--- src/rtl/opc6_bus_pkg.sv ---
// Shared types and constants for the opc6 CPU/DMA bus arbiter.
// The state encoding and the streak width are used by the top and the grant sub-module.
package opc6_bus_pkg;

  localparam int AW_DEF   = 16;
  localparam int DW_DEF   = 16;
  localparam int STREAK_W = 4;

  typedef enum logic [1:0] {
    ISSUE  = 2'd0,
    CPU_RD = 2'd1,
    DMA_RD = 2'd2
  } arb_state_t;

endpackage

--- src/rtl/opc6_arb_grant.sv ---
// Starvation guard: counts CPU bus slots taken while DMA waits and decides DMA ownership of the slot.
// The streak saturates so a stuck request cannot wrap the counter back below CPU_BURST.
module opc6_arb_grant
  import opc6_bus_pkg::*;
#(
  parameter int CPU_BURST = 4
) (
  input  logic clk,
  input  logic reset,
  input  logic dma_req,
  input  logic cpu_bus,
  input  logic slot_taken,
  input  logic dma_granted,
  output logic dma_win
);

  localparam logic [STREAK_W-1:0] BURST      = STREAK_W'(CPU_BURST);
  localparam logic [STREAK_W-1:0] STREAK_MAX = '1;

  logic [STREAK_W-1:0] streak;

  assign dma_win = dma_req && (!cpu_bus || (streak >= BURST));

  // NOTE: sequential state uses non-blocking assignments so every register samples pre-edge values.
  always_ff @(posedge clk) begin
    if (reset) begin
      streak <= '0;
    end else if (dma_granted || !dma_req) begin
      streak <= '0;
    end else if (slot_taken && (streak != STREAK_MAX)) begin
      streak <= streak + 1'b1;
    end
  end

endmodule

--- src/rtl/opc6_bus_arbiter.sv ---
// Shares one registered-read RAM and the IO bus between the opc6 CPU and a DMA requester,
// stalling the CPU via cpu_clken; CPU reads take two clocks, writes complete in the issue cycle.
module opc6_bus_arbiter
  import opc6_bus_pkg::*;
#(
  parameter int AW        = AW_DEF,
  parameter int DW        = DW_DEF,
  parameter int CPU_BURST = 4
) (
  input  logic          clk,
  input  logic          reset,
  input  logic          cpu_vpa,
  input  logic          cpu_vda,
  input  logic          cpu_vio,
  input  logic          cpu_rnw,
  input  logic [AW-1:0] cpu_address,
  input  logic [DW-1:0] cpu_dout,
  output logic [DW-1:0] cpu_din,
  output logic          cpu_clken,
  input  logic          dma_req,
  input  logic          dma_we,
  input  logic [AW-1:0] dma_addr,
  input  logic [DW-1:0] dma_wdata,
  output logic          dma_ack,
  output logic [DW-1:0] dma_rdata,
  output logic          mem_en,
  output logic          mem_we,
  output logic [AW-1:0] mem_addr,
  output logic [DW-1:0] mem_wdata,
  input  logic [DW-1:0] mem_rdata,
  output logic          io_en,
  output logic          io_we,
  output logic [AW-1:0] io_addr,
  output logic [DW-1:0] io_wdata,
  input  logic [DW-1:0] io_rdata
);

  arb_state_t state;
  logic       rd_vio;

  logic cpu_bus;
  logic cpu_mem_sel;
  logic in_issue;
  logic dma_win;
  logic dma_go;
  logic cpu_go;
  logic cpu_rd_go;

  // IO takes precedence if the CPU ever flags vio together with vpa/vda, so only one port is driven.
  assign cpu_bus     = cpu_vpa | cpu_vda | cpu_vio;
  assign cpu_mem_sel = (cpu_vpa | cpu_vda) & ~cpu_vio;
  assign in_issue    = (state == ISSUE) && !reset;
  assign dma_go      = in_issue && dma_win;
  assign cpu_go      = in_issue && !dma_win;
  assign cpu_rd_go   = cpu_go && cpu_bus && cpu_rnw;

  opc6_arb_grant #(
    .CPU_BURST (CPU_BURST)
  ) u_grant (
    .clk         (clk),
    .reset       (reset),
    .dma_req     (dma_req),
    .cpu_bus     (cpu_bus),
    .slot_taken  (cpu_go && cpu_bus),
    .dma_granted (dma_go),
    .dma_win     (dma_win)
  );

  always_ff @(posedge clk) begin
    if (reset) begin
      state  <= ISSUE;
      rd_vio <= 1'b0;
    end else begin
      case (state)
        ISSUE: begin
          if (dma_go && !dma_we) begin
            state <= DMA_RD;
          end else if (cpu_rd_go) begin
            state  <= CPU_RD;
            rd_vio <= cpu_vio;
          end
        end
        CPU_RD:  state <= ISSUE;
        DMA_RD:  state <= ISSUE;
        default: state <= ISSUE;
      endcase
    end
  end

  // Bus strobes are combinational so CPU writes and DMA writes complete in the issue cycle itself.
  // NOTE: every output gets a default first so no path through this block can infer a latch.
  always_comb begin
    mem_en    = 1'b0;
    mem_we    = 1'b0;
    mem_addr  = cpu_address;
    mem_wdata = cpu_dout;
    io_en     = 1'b0;
    io_we     = 1'b0;
    io_addr   = cpu_address;
    io_wdata  = cpu_dout;
    cpu_clken = 1'b0;
    cpu_din   = '0;
    dma_ack   = 1'b0;
    dma_rdata = '0;

    if (dma_go) begin
      mem_en    = 1'b1;
      mem_we    = dma_we;
      mem_addr  = dma_addr;
      mem_wdata = dma_wdata;
      dma_ack   = dma_we;
    end else if (cpu_go) begin
      mem_en    = cpu_mem_sel;
      mem_we    = cpu_mem_sel && !cpu_rnw;
      io_en     = cpu_vio;
      io_we     = cpu_vio && !cpu_rnw;
      cpu_clken = !cpu_bus || !cpu_rnw;
    end

    if (!reset) begin
      if (state == CPU_RD) begin
        cpu_clken = 1'b1;
        cpu_din   = rd_vio ? io_rdata : mem_rdata;
      end
      if (state == DMA_RD) begin
        dma_ack   = 1'b1;
        dma_rdata = mem_rdata;
      end
    end
  end

endmodule

--- config.mk ---
export PLATFORM = sky130hd
export DESIGN_NAME = opc6_bus_arbiter
export DESIGN_NICKNAME = d
export VERILOG_FILES = /design/src/rtl/opc6_bus_pkg.sv /design/src/rtl/opc6_arb_grant.sv /design/src/rtl/opc6_bus_arbiter.sv
export SDC_FILE = /design/constraint.sdc
export NUM_CORES = 1
export LEC_CHECK = 0
export ABC_AREA = 1
export BUFFER_PORTS_ARGS = -buffer_cell sky130_fd_sc_hd__buf_2
export CORE_MARGIN = 8
export CORE_UTILIZATION = 30
export DETAILED_ROUTE_END_ITERATION = 10
export PLACE_DENSITY = 0.8
export SETUP_SLACK_MARGIN = 0.1
export SLEW_MARGIN = 20
export SYNTH_ARGS = -nofsm -noshare
export SYNTH_HDL_FRONTEND = slang
export SYNTH_HIERARCHICAL = 1
export SYNTH_SLANG_ARGS = --single-unit
--- constraint.sdc ---
create_clock -name clk -period 1.9 [get_ports clk]
set_clock_uncertainty 0.1 [all_clocks]
set_input_delay 0.38 -clock clk [delete_from_list [all_inputs] [get_ports clk]]
set_output_delay 0.38 -clock clk [all_outputs]
set_load 0.01 [all_outputs]
# ---- After elaboration in Yosys (flattened, before gate mapping)
# Cells that the tools add are included.
dict set report totals {
  register_bits 7
  in_bits 104
  output_inout_bits 102
  wordCells 64
}
dict set report classes {
  add_sub_neg 1
  magnitude_cmp 1
  n_eq_ne 3
  n_mux 24
  bitwise 6
  reduce_logical 25
}
# operator count
set op_table {}
lappend op_table {{$mux 16} 7}
lappend op_table {{$mux 1} 15}
lappend op_table {{$logic_and 1x1->1} 10}
lappend op_table {{$logic_not 1->1} 6}
lappend op_table {{$add 4x1->4 const B} 1}
lappend op_table {{$ge 4x3->1 const B} 1}
lappend op_table {{$mux 2} 2}
lappend op_table {{$ne 4x4->1 const B} 1}
lappend op_table {{$reduce_or 2->1} 2}
lappend op_table {{$logic_or 1x1->1} 3}
lappend op_table {{$not 1->1} 3}
lappend op_table {{$reduce_and 3->1} 1}
lappend op_table {{$reduce_or 3->1} 1}
lappend op_table {{$eq 2x1->1 const B} 1}
lappend op_table {{$eq 2x2->1 const B} 1}
lappend op_table {{$logic_not 2->1} 1}
lappend op_table {{$or 1x1->1} 2}
lappend op_table {{$reduce_bool 2->1} 1}
lappend op_table {{$and 1x1->1} 1}

# ---- Longest topological paths before layout
# Gate-level depths: netlist (run 1).
dict set report logic_depth {
  word_depth 11
  ltp_mapped 10
}

# ---- Cells and area by module
# Netlist (run 1), hierarchy kept.
# module instances cells_each area_each_um2
set by_module_without_submodules {}
lappend by_module_without_submodules {opc6_bus_arbiter 1 255 1224.9}
lappend by_module_without_submodules {opc6_arb_grant 1 33 227.7}

# ---- Worst setup path after synthesis (run 1)
# No wires, ideal clock.
dict set report synth_path {
  path_type {in2out}
  start {input cpu_vda}
  end {output mem_addr[10]}
  arrival_time_ns 1.354
  required_time_ns 1.420
  slack_ns 0.066
  path_stages 8
  n_path_buf 1
  cell_sequence {nor2_1 nand2_1 a21oi_1 nand3_4 inv_4 buf_6 nand2_1 nand2_1}
}
dict set report synth_via {
  elab_chain_cells 7
}
# item line_no
set synth_lines {}
lappend synth_lines {{start, declared} opc6_bus_arbiter.sv:13} ;# input logic cpu_vda,
lappend synth_lines {{$or 1x1->1 (2 in a row)} opc6_bus_arbiter.sv:50} ;# assign cpu_bus = cpu_vpa | cpu_vda | cpu_vio;
lappend synth_lines {{named net cpu_bus} opc6_bus_arbiter.sv:41} ;# logic cpu_bus;
lappend synth_lines {{$logic_not 1->1} opc6_arb_grant.sv:22} ;# assign dma_win = dma_req && (!cpu_bus || (streak >= BURST));
lappend synth_lines {{$logic_or 1x1->1} opc6_arb_grant.sv:22}
lappend synth_lines {{$logic_and 1x1->1} opc6_arb_grant.sv:22}
lappend synth_lines {{named net dma_win} opc6_bus_arbiter.sv:44} ;# logic dma_win;
lappend synth_lines {{$logic_and 1x1->1} opc6_bus_arbiter.sv:53} ;# assign dma_go = in_issue && dma_win;
lappend synth_lines {{named net dma_go} opc6_bus_arbiter.sv:45} ;# logic dma_go;
lappend synth_lines {{$mux 16} opc6_bus_arbiter.sv:106} ;# if (dma_go) begin
lappend synth_lines {{end, declared} opc6_bus_arbiter.sv:28} ;# output logic [AW-1:0] mem_addr,
# The timed path passes the listed nets, and every way through them passes these cells.

# ---- Final worst setup path (run 1)
dict set report layout_path {
  start {input cpu_vda}
  end {output mem_addr[14]}
}
dict set report layout_via {
  elab_chain_cells 7
}
# item line_no
set layout_lines {}
lappend layout_lines {{$or 1x1->1 (2 in a row)} opc6_bus_arbiter.sv:50}
lappend layout_lines {{named net cpu_bus} opc6_bus_arbiter.sv:41}
lappend layout_lines {{$logic_not 1->1} opc6_arb_grant.sv:22}
lappend layout_lines {{$logic_or 1x1->1} opc6_arb_grant.sv:22}
lappend layout_lines {{$logic_and 1x1->1} opc6_arb_grant.sv:22}
lappend layout_lines {{named net dma_win} opc6_bus_arbiter.sv:44}
lappend layout_lines {{$logic_and 1x1->1} opc6_bus_arbiter.sv:53}
lappend layout_lines {{$mux 16} opc6_bus_arbiter.sv:106}
# The timed path passes the listed nets, and every way through them passes these cells.

==> summary.md, run 1 <==
| Metric | Value |
|---|---|
| I/O Buffers | 205 |
| FF/Latch Area | 148 um^2 |
| Fin crit share | 107% |
| Cells after Synth | 288 |
| Failing checks | negative setup slack |
| CP required | 1.42 ns |
| Max cap viols | 0 |
| Simple logic cell fraction of the synthesized area | 51.9% |
| GRT Overall Usage | 18.9% |
| Antenna violations before repair | 0 |
| Endpoint class of the critical path | output port |
| Mux contribution to synthesized area | 0% |
| Clock latency on the worst-skew pair | 0.23 ns |
| DRT iter0 DRCs | 99 |
| FMAX | 492 MHz |
| HP Class | in -> reg |
| CTS buffer count | 3 |
| Final #Nets | 593 |
| Clock sink total | 7 |
| Core Region | 4690 um^2 |
| Routed Antenna Nets | 0 |
| # IOs | 206 |
| Worst-case clock buffer depth | 2 |
| Root buffer cell | clkbuf_8 |
| Clock Pin Slew Worst Setup and Hold Paths | 0.04 ns |
| Seq/Total Area, Yosys | 9.65% |
| Syn nets | 393 |
| Grt ovf | 0 |
| Drt drc | 0 |
| Worst path cell trace | buf_6 > nor2_4 > nand2_2 > a21oi_4 > nand3_4 > buf_6 > buf_6 > buf_6 > nand2_2 > nand2_1 > buf_2 |
| Largest family of logic cells by synthesized area | simple AND/OR/NAND/NOR gates |
| CP delay by family, top | buffers and inverters |
| Share of layout cells above drive strength 1 | 60.2% |
| Worst setup margin | -0.131 ns |
| Layout Utilization | 62.2% |
| DR vias/cell | 4.46 |
| Die area | 7320 um^2 |
| CTS tree | yes |
| Yosys cell types | 21 |
| Static Leak | 1.84 nW |
| Placement Rows | 25 |
| Filler Cell Count | 420 |
| Mapped cell area | 1450 um^2 |
| Arr. time, crit path | 1.55 ns |
| Synth Area in Compound Gates | 8.27% |
| Synthesized-area fraction occupied by adder cells | 0.861% |
| Routed wire length | 7880 um |
| Diode count | 0 |
| H-Tree Depth | 1 |
| CP max-delay cell | a21oi_4 |
| Worst slew pin tran | 0.337 ns |
| Setup CP Type | in -> out |
| Crit-path max cell delay | 0.19 ns |
| Die width | 85.6 um |
| Dpl hpwl | 5990 um |
| Post-DR wirelength/cell | 14.6 um |
| RSZ-0062 raised after global routing | yes |
| XOR/XNOR Fraction of Synth Area | 0% |
| Syn Area/Cell | 5.04 um^2 |
| Slew Viols, Final | 0 |
| DP Worst Slack | -0.200 ns |
| CP most frequent cell | buf_6 |
| Crit path time final | 2.03 ns |
| First-pass GRT wire length | 11300 um |
| Initial core utilization | 31.0% |
| Slew HR | 77.3% |
| Status | complete, but fails checks |
| Buffers & Inverters on Critical Path | 5 |
| Final setup vio count | 38 |
| Largest net degree at the start of global routing | 30 |
| Vias in the first global route | 2405 |
| Via count | 2413 |
| Power Density | 297 nW/um^2 |
| First-pass iteration count of the detailed router | 4 |
| Syn-to-layout area delta | 101% |
| Crit start category | input port |
| Gp weighted congestion | 0.872 |
| Worst Path Max Fanout | 3 |
| CTS Hold Bufs | 0 |
| Flops & latches, synth | 7 |
| Die Ht | 85.6 um |
| Multi-input gate area | 1050 um^2 |
| Max rail drop VDD | 0.000176 V |
| Total number of yosys warnings | 6 |
| Final hold vios | 0 |
==> metrics by stage <==
step / power, W / instance area, um^2 / hold WS (ns) / TNS [ns] / std cells
after global routing: 0.000929 / 2920 / 0.272 / -5.49 / 541
after floorplan: 0.000387 / 1460 / 0.352 / 0 / 288
after global placement: 0.000570 / 2320 / 0.411 / -4.33 / 514
final: 0.000868 / 2920 / 0.263 / -3.54 / 541
after CTS: 0.000820 / 2650 / 0.247 / -2.46 / 533
after detailed placement: 0.000576 / 2320 / 0.417 / -6.04 / 514
==> flip-flops by register name (all words and copies together), names as in the netlist <==
signal and cells:
rd_vio 1, u_grant/streak 4, state 2
==> layer usage <==
metal  GRT usage (%)  part of all wire, %
met5               0                    0
met4            5.25                  1.1
met3            6.02                   11
met2            36.0                   52
met1            19.0                   36
==> placed cells by master, fill, tap and decap left out, types with 3 or more instances in the layout <==
master	netlist	routed
buf_4	34	17
inv_1	27	23
nor2_1	34	30
clkbuf_8	0	3
buf_16	0	3
dfxtp_1	7	3
dfxtp_2	0	3
buf_6	3	18
o21ai_0	5	4
nand3_4	1	3
a21oi_1	18	15
inv_4	1	3
buf_2	5	195
nor2_4	1	4
buf_12	0	3
nand2_1	139	113
nand2_2	2	25
==> worst paths after layout <==
path | endpoint | cells past startpoint | slack (ns) | from
min reg2reg | u_grant/streak[1]$_SDFFE_PP0P_ | 2 | 0.43 | u_grant/streak[1]$_SDFFE_PP0P_
min | state[1]$_SDFFE_PP0P_ | 2 | 0.26 | dma_we
max | mem_addr[14] | 11 | -0.13 | cpu_vda
max reg2reg | u_grant/streak[0]$_SDFFE_PP0P_ | 10 | 0.22 | u_grant/streak[2]$_SDFFE_PP0P_
==> report_power, final <==
part	internal, W	switching, W	total [W]	leakage (nW)
Clock	0.000145	0.0000625	0.000207	0.0228
Combinational	0.000242	0.000259	0.000501	1.76
Sequential	0.000152	0.00000671	0.000159	0.0592
==> kinds of logic (layout without fill, tap and decap cells) <==
group | after synthesis | after routing
and+or+nand+nor | 185 | 185
buffers and inverters | 71 | 270
AOI/OAI and AO/OA | 24 | 24
DFF | 7 | 7
adders and majority gates | 1 | 1
==> synthesized netlist by cell type <==
cell type,count,area [um^2]
o21ai_1,1,5.00
nand4_1,2,12.5
nor3_1,1,5.00
dfxtp_1,7,140
buf_2,5,25.0
buf_6,3,33.8
inv_1,27,101
o21ai_0,5,25.0
nor2_4,1,11.3
nand3_2,2,20.0
nor2_1,34,128
nor3_4,1,16.3
inv_4,1,6.26
a21oi_1,18,90.1
nand3_4,1,17.5
ha_1,1,12.5
nand2_2,2,12.5
clkbuf_1,1,3.75
nand3_1,2,10.0
buf_4,34,255
nand2_1,139,522
==> cell type report <==
cell class | count | share of cell area, %
sequential | 7 | 5.06
tap | 54 | 2.31
inverter | 28 | 4.16
clock buffer | 4 | 1.54
multi-input combinational | 210 | 35.9
timing repair buffer | 238 | 51.0
==> what timing repair did <==
item,4_1_cts,5_1_grt
pin swaps,6,6
gates resized for setup,35,52
buffers inserted,13,7
cloned,3,1
setup endpoints to repair,38,74
(Power assumes the default switching activity.)
==> inputs of run 2 (changes only) <==
--- a/config.mk
+++ b/config.mk
@@ -11,6 +11,7 @@
 export CORE_UTILIZATION = 30
 export DETAILED_ROUTE_END_ITERATION = 10
 export PLACE_DENSITY = 0.8
+export RECOVER_POWER = 100
 export SETUP_SLACK_MARGIN = 0.1
 export SLEW_MARGIN = 20
 export SYNTH_ARGS = -nofsm -noshare
==> run 2 against run 1 <==
Effect of this change: the run still ends with negative setup slack left; critical endpoint unchanged; clock power about the same; sequential power about the same; via count up 0.87%; non-clock buffer count unchanged; largest power group unchanged; highest routed layer unchanged; combinational power down 2%.
==> summary.md, run 2 (synthesis results as in run 1) <==
| Metric | Value |
|---|---|
| DR WL met2 | 4160 um (was 4130 um) |
| Crit start category | input port (unchanged) |
| Hold Path Stages | 2 (unchanged) |
| Placement Rows | 25 (unchanged) |
| # IOs | 206 (unchanged) |
| Final #Nets | 593 (unchanged) |
| CTS buffer count | 3 (unchanged) |
| Syn-to-layout area delta | 98.3% (was 101%) |
| Post-DR wirelength/cell | 14.6 um (about the same) |
| Setup slack, reg-to-reg | 0.22 ns (about the same) |
| Initial core utilization | 31.0% (unchanged) |
| CP required | 1.42 ns (about the same) |
| Crit path time final | 2.03 ns (about the same) |
| Max cap viols | 0 (unchanged) |
| Max rail drop VDD | 0.000175 V (was 0.000176 V) |
| Gp weighted congestion | 0.872 (unchanged) |
| GRT Overall Usage | 18.9% (unchanged) |
| FMAX | 493 MHz (was 492 MHz) |
| Detailed-route wire length on metal 1 | 2790 um (was 2820 um) |
| Worst setup margin | -0.130 ns (was -0.131 ns) |
| Reg-to-reg startpoint | u_grant/streak[2]$_SDFFE_PP0P_ (unchanged) |
| Most frequent cells in the layout | buf_2 (164), nand2_1 (113), clkbuf_1 (32) (was buf_2 (195), nand2_1 (113), nor2_1 (30)) |
| First-pass iteration count of the detailed router | 4 (unchanged) |
| Final setup vio count | 38 (unchanged) |
| I/O Buffers | 205 (unchanged) |
| Clock latency on the worst-skew pair | 0.23 ns (about the same) |
| Vias in the first global route | 2405 (unchanged) |
| H-Tree Depth | 1 (unchanged) |
| HP Class | in -> reg (unchanged) |
| RSZ-0062 raised after global routing | yes (unchanged) |
| Slew HR | 77.3% (unchanged) |
| Largest net degree at the start of global routing | 30 (unchanged) |
| Diode count | 0 (unchanged) |
| Clock sink total | 7 (unchanged) |
| Core Region | 4690 um^2 (unchanged) |
| Final hold vios | 0 (unchanged) |
| Die width | 85.6 um (unchanged) |
| Sequential Power Share | 18.5% (was 18.3%) |
| Die area | 7320 um^2 (unchanged) |
| R2R depth | 10 (unchanged) |
| Max reg flops | 4 (unchanged) |
| Worst slew pin tran | 0.337 ns (unchanged) |
| Int Power | 0.000531 W (was 0.000540 W) |
| Worst Path Max Fanout | 3 (unchanged) |
| Die Ht | 85.6 um (unchanged) |
| Slew Viols, Final | 0 (unchanged) |
| Min-delay src | dma_we (unchanged) |
| Status | complete, but fails checks (unchanged) |
| Clock power share | 24.1% (was 23.9%) |
| Via count | 2434 (was 2413) |
| Share of layout cells above drive strength 1 | 53.8% (was 60.2%) |
| Setup CP Type | in -> out (unchanged) |
| TNS Setup | -3.45 ns (was -3.54 ns) |
| Static Leak | 1.76 nW (was 1.84 nW) |
| Switching power | 0.000329 W (was 0.000328 W) |
| Power Density | 298 nW/um^2 (was 297 nW/um^2) |
| Worst-case clock buffer depth | 2 (unchanged) |
| Root buffer cell | clkbuf_8 (unchanged) |
| Drt drc | 0 (unchanged) |
| Routed Antenna Nets | 0 (unchanged) |
| Routed wire length | 7900 um (was 7880 um) |
| Grt ovf | 0 (unchanged) |
| Antenna violations before repair | 0 (unchanged) |
| First-pass GRT wire length | 11300 um (unchanged) |
| DRT iter0 DRCs | 101 (was 99) |
| Sw Share | 38.3% (was 37.8%) |
| CP max-delay cell | a21oi_4 (unchanged) |
| Endpoint class of the critical path | output port (unchanged) |
| CTS tree | yes (unchanged) |
| Buffers & Inverters on Critical Path | 5 (unchanged) |
| Fin crit share | 107% (about the same) |
| Worst R2R End | u_grant/streak[0]$_SDFFE_PP0P_ (unchanged) |
| Layout Utilization | 61.4% (was 62.2%) |
| Dpl hpwl | 5990 um (unchanged) |
| Worst path cell trace | buf_6 > nor2_4 > nand2_2 > a21oi_4 > nand3_4 > buf_6 > buf_6 > buf_6 > nand2_2 > nand2_1 > buf_2 (unchanged) |
| Crit-path max cell delay | 0.19 ns (about the same) |
| DR WL met3 | 864 um (was 842 um) |
| Clock Pin Slew Worst Setup and Hold Paths | 0.04 ns (about the same) |
| CP delay by family, top | buffers and inverters (unchanged) |
| Topmost layer with routed signal wires | met4 (unchanged) |
| Arr. time, crit path | 1.55 ns (about the same) |
| Most common cell after layout, fill and taps aside | buf_2 (unchanged) |
| Logic pwr share | 57.3% (was 57.8%) |
| Top reg by flops | u_grant/streak (unchanged) |
| Failing checks | negative setup slack (unchanged) |
| Hold path endpoint | state[1]$_SDFFE_PP0P_ (unchanged) |
| CP most frequent cell | buf_6 (unchanged) |
| DR vias/cell | 4.50 (was 4.46) |
| Biggest regs | u_grant/streak x4, state x2, rd_vio x1 (unchanged) |
run 2: worst max-delay path by stage:
stage,from,cells after the start,endpoint,slack [ns]
after detailed placement,cpu_vda,9,mem_wdata[3],-0.20
after CTS,cpu_vpa,11,mem_addr[14],-0.09
after global routing,cpu_vda,11,mem_wdata[6],-0.18
after global placement,cpu_vda,10,mem_addr[12],-0.15
after floorplan,cpu_vda,8,mem_addr[10],0.13
final,cpu_vda,11,mem_addr[14],-0.13
run 2: routing by layer:
layer / vias to the layer above / global-route usage (%)
met2: 149 / 36.0
met4: 0 / 5.25
met3: 7 / 6.02
met5: - / 0
li1: 1238 / -
met1: 1040 / 19.0
run 2: cell type report:
type                            count  area (um^2)
Clock buffer                        4         45.0
Fill cell                         443         1810
Inverter                           28          121
Multi-Input combinational cell    210         1050
Sequential cell                     7          148
Timing Repair Buffer              238         1450
Tap cell                           54         67.6
run 2: metrics by stage:
| stage | std cells | total power, W | area [um^2] | setup slack [ns] | hold slack, ns |
|---|---|---|---|---|---|
| floorplan | 288 | 0.000387 | 1460 | 0.135 | 0.352 |
| global placement | 514 | 0.000570 | 2320 | -0.148 | 0.411 |
| detailed placement | 514 | 0.000576 | 2320 | -0.200 | 0.417 |
| CTS | 533 | 0.000820 | 2650 | -0.0924 | 0.247 |
| global route | 541 | 0.000921 | 2880 | -0.181 | 0.272 |
| finish | 541 | 0.000859 | 2880 | -0.130 | 0.261 |
run 2: what timing repair did:
action,in CTS,in global routing
gates resized for setup,35,52
endpoints found under the setup margin,38,74
pin swaps,6,6
setup buffers,13,7
hold endpoints to repair,0,0
gates cloned,3,1
hold buffers,0,0
run 2: power by group through the flow:
| stage | Sequential (W) | Combinational [W] | Clock [W] |
|---|---|---|---|
| 2_1_floorplan | 0.000158 | 0.000229 | 0 |
| 3_3_place_gp | 0.000159 | 0.000412 | 0 |
| 3_5_place_dp | 0.000159 | 0.000417 | 0 |
| 4_1_cts | 0.000156 | 0.000451 | 0.000212 |
| 5_1_grt | 0.000160 | 0.000539 | 0.000223 |
| 6_report | 0.000159 | 0.000493 | 0.000207 |
